File: config.mk
export PLATFORM = sky130hd
export DESIGN_NAME = toy_bus_mem_initiator
export DESIGN_NICKNAME = d
export VERILOG_FILES = /design/src/rtl/toy_bus_pkg.sv /design/src/rtl/toy_bus_mem_initiator.sv
export SDC_FILE = /design/constraint.sdc
export NUM_CORES = 1
export LEC_CHECK = 0
export CORE_ASPECT_RATIO = 0.75
export CORE_UTILIZATION = 41
export CTS_CLUSTER_SIZE = 40
export DETAILED_ROUTE_END_ITERATION = 12
export GPL_ROUTABILITY_DRIVEN = 0
export PLACE_DENSITY_LB_ADDON = 0.08
export SYNTH_ARGS = -nofsm -noshare
export SYNTH_HDL_FRONTEND = slang
export SYNTH_SLANG_ARGS = --single-unit
File: constraint.sdc
create_clock -name clk -period 4.43 [get_ports clk]
set_clock_uncertainty 0.1 [all_clocks]
set_input_delay 0.886 -clock clk [delete_from_list [all_inputs] [get_ports clk]]
set_output_delay 0.886 -clock clk [all_outputs]
set_load 0.02 [all_outputs]
File: src/rtl/toy_bus_pkg.sv
// Shared ToyBus definitions: FSM state encoding, opcodes, field widths and the
// read-timeout error pattern.
package toy_bus_pkg;

  localparam int ID_W   = 4;
  localparam int DATA_W = 32;
  localparam int ADDR_W = 32;

  localparam logic OP_RD = 1'b0;
  localparam logic OP_WR = 1'b1;

  localparam logic [DATA_W-1:0] TIMEOUT_ERR_DATA = 32'hDEAD_BEEF;

  typedef enum logic [1:0] {
    ST_IDLE     = 2'd0,
    ST_REQ      = 2'd1,
    ST_WAIT_ACK = 2'd2,
    ST_RSP      = 2'd3
  } state_t;

endpackage

File: src/rtl/toy_bus_mem_initiator.sv
// Single-outstanding CPU-to-ToyBus memory initiator (posted writes, acked reads).
// Optional read watchdog enabled by defining TOY_BUS_INITIATOR_TIMEOUT_EN.
module toy_bus_mem_initiator
  import toy_bus_pkg::*;
#(
  parameter logic [3:0] NODE_ID     = 4'd1,
  parameter int         TIMEOUT_CYC = 255
) (
  input  logic        clk,
  input  logic        rst_n,

  input  logic        cpu_req_vld,
  output logic        cpu_req_rdy,
  input  logic [31:0] cpu_req_addr,
  input  logic        cpu_req_wr,
  input  logic [31:0] cpu_req_wdata,
  input  logic [3:0]  cpu_req_strb,

  output logic        cpu_rsp_vld,
  input  logic        cpu_rsp_rdy,
  output logic [31:0] cpu_rsp_rdata,
  output logic        cpu_rsp_err,

  output logic        out0_req_vld,
  input  logic        out0_req_rdy,
  output logic [31:0] out0_req_addr,
  output logic [3:0]  out0_req_strb,
  output logic [31:0] out0_req_data,
  output logic        out0_req_opcode,
  output logic [3:0]  out0_req_src_id,
  output logic [3:0]  out0_req_tgt_id,

  input  logic        out0_ack_vld,
  output logic        out0_ack_rdy,
  input  logic        out0_ack_opcode,
  input  logic [31:0] out0_ack_data,
  input  logic [3:0]  out0_ack_src_id,
  input  logic [3:0]  out0_ack_tgt_id
);

  state_t      state_q, state_d;
  logic [31:0] addr_q;
  logic [31:0] wdata_q;
  logic [31:0] rdata_q;
  logic [3:0]  strb_q;
  logic        wr_q;

  logic accept;
  logic req_fire;
  logic ack_match;
  logic timeout;

  assign accept    = cpu_req_vld & (state_q == ST_IDLE);
  assign req_fire  = out0_req_rdy & (state_q == ST_REQ);
  assign ack_match = out0_ack_vld & (state_q == ST_WAIT_ACK)
                   & (out0_ack_tgt_id == NODE_ID) & (out0_ack_opcode == OP_RD);

`ifdef TOY_BUS_INITIATOR_TIMEOUT_EN
  localparam int CNT_W = $clog2(TIMEOUT_CYC + 1);

  logic [CNT_W-1:0] wait_cnt_q;
  logic             err_q;

  // The count sits at TIMEOUT_CYC-1 during the last allowed WAIT_ACK cycle.
  assign timeout = (state_q == ST_WAIT_ACK) & (wait_cnt_q == CNT_W'(TIMEOUT_CYC - 1));

  always_ff @(posedge clk or negedge rst_n) begin
    if (!rst_n) begin
      wait_cnt_q <= '0;
      err_q      <= 1'b0;
    end else begin
      if (req_fire) begin
        wait_cnt_q <= '0;
      end else if (state_q == ST_WAIT_ACK) begin
        wait_cnt_q <= wait_cnt_q + 1'b1;
      end
      if ((req_fire && wr_q) || ack_match) begin
        err_q <= 1'b0;
      end else if (timeout) begin
        err_q <= 1'b1;
      end
    end
  end

  assign cpu_rsp_err = err_q;
`else
  localparam int unused_timeout_cyc = TIMEOUT_CYC;

  assign timeout     = 1'b0;
  assign cpu_rsp_err = 1'b0;
`endif

  always_ff @(posedge clk or negedge rst_n) begin
    if (!rst_n) begin
      state_q <= ST_IDLE;
    end else begin
      state_q <= state_d;
    end
  end

  always_comb begin
    state_d      = state_q;
    cpu_req_rdy  = 1'b0;
    out0_req_vld = 1'b0;
    out0_ack_rdy = 1'b0;
    cpu_rsp_vld  = 1'b0;
    unique case (state_q)
      ST_IDLE: begin
        cpu_req_rdy = 1'b1;
        if (cpu_req_vld) state_d = ST_REQ;
      end
      ST_REQ: begin
        out0_req_vld = 1'b1;
        if (out0_req_rdy) state_d = wr_q ? ST_RSP : ST_WAIT_ACK;
      end
      ST_WAIT_ACK: begin
        out0_ack_rdy = 1'b1;
        if (ack_match || timeout) state_d = ST_RSP;
      end
      ST_RSP: begin
        cpu_rsp_vld = 1'b1;
        if (cpu_rsp_rdy) state_d = ST_IDLE;
      end
      default: state_d = ST_IDLE;
    endcase
  end

  // Request fields and response data are only loaded at handshakes, so they
  // stay stable under backpressure on either side.
  always_ff @(posedge clk or negedge rst_n) begin
    if (!rst_n) begin
      addr_q  <= '0;
      wdata_q <= '0;
      strb_q  <= '0;
      wr_q    <= 1'b0;
      rdata_q <= '0;
    end else begin
      if (accept) begin
        addr_q  <= cpu_req_addr;
        wdata_q <= cpu_req_wdata;
        strb_q  <= cpu_req_wr ? cpu_req_strb : 4'b0;
        wr_q    <= cpu_req_wr;
      end
      if (req_fire && wr_q) begin
        rdata_q <= '0;
      end else if (ack_match) begin
        rdata_q <= out0_ack_data;
      end else if (timeout) begin
        rdata_q <= TIMEOUT_ERR_DATA;
      end
    end
  end

  assign out0_req_addr   = addr_q;
  assign out0_req_data   = wdata_q;
  assign out0_req_strb   = strb_q;
  assign out0_req_opcode = wr_q;
  assign out0_req_src_id = NODE_ID;
  assign out0_req_tgt_id = addr_q[31:28];
  assign cpu_rsp_rdata   = rdata_q;

  logic unused_ack_src;
  assign unused_ack_src = ^out0_ack_src_id;

endmodule

==> results.toml <==
[floorplan]
core_area_um2 = 9660
die_area_um2 = 10400
fp.dieW_um = 117
io_pins = 230
die_h_um = 88.5
fp-row-count = 31
initial_core_util = 0.423

[global_routing]
grt_max_degree = 79
grt_pass1_wl_mm = 14.9
grt.overflow.total = 0
grt_usage = 0.195
antenna_found_initial = 0
first_global_vias = 3044

[synth]
syn_avg_cell_area_um2 = 12.5
synth_seq_cells = 103
synth_area_um2 = 4090
yosysUniqueCellTypes = 20
ys_seq_area_frac = 0.631
yosysWarnings = 0
synth_cells = 326

[hold_path]
hold_path_class = "reg -> reg"

[routing]
drc = 0
drt-wirelength-per-cell_um = 14.8
routed-wl-met3_mm = 1.02
routed_wl_mm = 10.0
wirelength_met1_mm = 3.88
via_count = 3157
highest_layer = "met4"
dr.pass1.iters = 4
ant_nets = 0
drt_iter0_drc = 93
viasPerCell = 4.68
met2_length_mm = 4.98

[setup_path]
critPathKind = "reg -> out"
crit_required_ns = 3.44
slowest_stage = "clkdlybuf4s50_1"
critPathBufInv = 2
slowest_delay_ns = 0.64
cp_max_fo = 5
cp-end-kind = "primary output"
path_cells = "inv_1 > ha_1 > clkdlybuf4s50_1"
arrival_ns = 1.76
cpLargestDelayFamily = "buffers and inverters"
start_kind = "register"

[clock_tree]
worstSkewPairLatency_ns = 0.34
clk_pin_slew_ns = 0.06
cts-root-buf = "clkbuf_16"
cts.sink_count = 103
h-tree-depth = 3
tritoncts = "built"
numCtsBuffers = 9
cts_hold_buf = 0
cts_resized = 0
cts_setup_buffers = 0
clockBufferDepth = 2

[run]
max_cap_viol_count = 0

[final_layout]
nets = 658
nFillCells = 721
area_growth_syn_to_layout_pct = 63.0
regArea_um2 = 2580
n_antenna_cell = 0
multi_input_area_um2 = 1370
drive_gt1_frac = 0.159

[placement]
dp_hpwl_mm = 7.32
port_buffers = 220

[timing]
fmax_mhz = 364
rsz0062_at_grt = "no"
relSlewSlack = 0.185
layout_min_cycle_time_ns = 2.75
setup_tns_ns = 0
worst_slew_pin_slew_ns = 1.22
finalHoldViolCount = 0
slew_violations = 0
min_period_over_period = 0.621
setup_viol = 0
hold_ws_ns = 0.379

[status]
outcome = "finished, final reports clean"

[power_and_ir_drop]
leakagePower_uw = 0.00281
power_density_nw_per_um2 = 658
ir_drop_mv = 0.336
[where the power goes]
| part | switching [uW] | leakage [uW] | total [uW] | internal, uW |
|---|---|---|---|---|
| registers | 188 | 0.00129 | 1510 | 1320 |
| logic | 974 | 0.00139 | 2100 | 1130 |
| clock network | 320 | 0.000140 | 773 | 453 |
[worst paths after layout]
kind	end	cells after the start	start	slack, ns
worst min register to register	out0_req_strb[3]	2	out0_req_strb[3]	0.38
max in group asynchronous	out0_req_addr[27]	2	rst_n	2.69
worst max register to register	out0_req_addr[29]	5	state_q[1]	2.15
min in group asynchronous	cpu_rsp_rdata[3]	1	rst_n	0.58
worst min-delay path	out0_req_strb[3]	2	out0_req_strb[3]	0.38
worst max-delay path	cpu_req_rdy	3	state_q[1]	1.68
[area by class of cell]
cell class / instances / area share
well taps: 132 / 0.0248
multi-input cells: 194 / 0.205
clock inverters: 3 / 0.00639
clock buffers: 13 / 0.0376
repair buffers: 224 / 0.337
flip-flops and latches: 103 / 0.387
inverters: 5 / 0.00282
[logic make-up (layout without fill, tap and decap cells)]
family | Yosys count | in the layout | share of synthesized area
mux | 67 | 67 | 0.185
other cells | 2 | 5 | 0.00184
flops | 103 | 103 | 0.631
compound gates | 39 | 39 | 0.0499
fa+ha+maj | 5 | 5 | 0.0153
simple gates | 78 | 78 | 0.0784
buf+inv | 32 | 245 | 0.0386
[cell usage after synthesis, drive strengths merged]
cell      n  area share
o22ai     1      0.0015
dfrtp   103        0.63
and3      2      0.0031
mux2i     1      0.0024
and4b     1      0.0024
inv       5      0.0046
a221o     1      0.0024
nand4b    1      0.0021
o21ai     4      0.0049
clkbuf   15       0.014
nor4b     1      0.0037
nand2    73       0.067
mux2     66        0.18
conb      2      0.0018
a21oi    32       0.039
buf      12       0.020
ha        5       0.015
a211oi    1      0.0018
[registers in the layout, indices dropped and copies added (netlist names)]
signal	cells
out0_req_addr	32
out0_req_opcode	1
out0_req_data	32
out0_req_strb	4
state_q	2
cpu_rsp_rdata	32
[cells in the final DEF, fill, tap and decap left out]
cell type and count:
clkdlybuf4s50_1 219, dfrtp_1 103, nand2_1 72, mux2_2 65, a21oi_1 32, clkbuf_16 9
inv_1 5, ha_1 5, conb_1 5, o21ai_0 4, buf_4 4, clkbuf_1 3
and3_1 2, nand2_2 1, nor4b_2 1, and4b_1 1, nand4b_1 1, o22ai_1 1
a221o_1 1, mux2_4 1, a211oi_1 1, mux2i_1 1, clkinv_2 1, clkbuf_8 1
bufinv_16 1, clkinvlp_4 1, buf_12 1
[layer usage]
layer / vias up / global-route usage
met5: - / 0
met1: 1526 / 0.220
met2: 125 / 0.333
met4: 0 / 0.0690
li1: 1498 / -
met3: 8 / 0.0822
[worst reg2reg max path: stages, from the launching register on]
cell and delay (ns):
dfrtp_1 0.43, inv_1 0.11, ha_1 0.23, nand2_2 0.60
buf_12 0.32, mux2_2 0.38
[per-stage QoR]
step | power, uW | std cells | area, um2 | setup WS [ns] | util
final | 4380 | 674 | 6660 | 1.68 | 0.690
after global routing | 4640 | 674 | 6660 | 1.59 | 0.690
after CTS | 4440 | 674 | 6660 | 1.66 | 0.690
after detailed placement | 3650 | 658 | 6370 | 1.51 | 0.659
after global placement | 3590 | 658 | 6370 | 1.56 | 0.659
after floorplan | 2610 | 329 | 4100 | 2.17 | -
(Power assumes the default switching activity.)
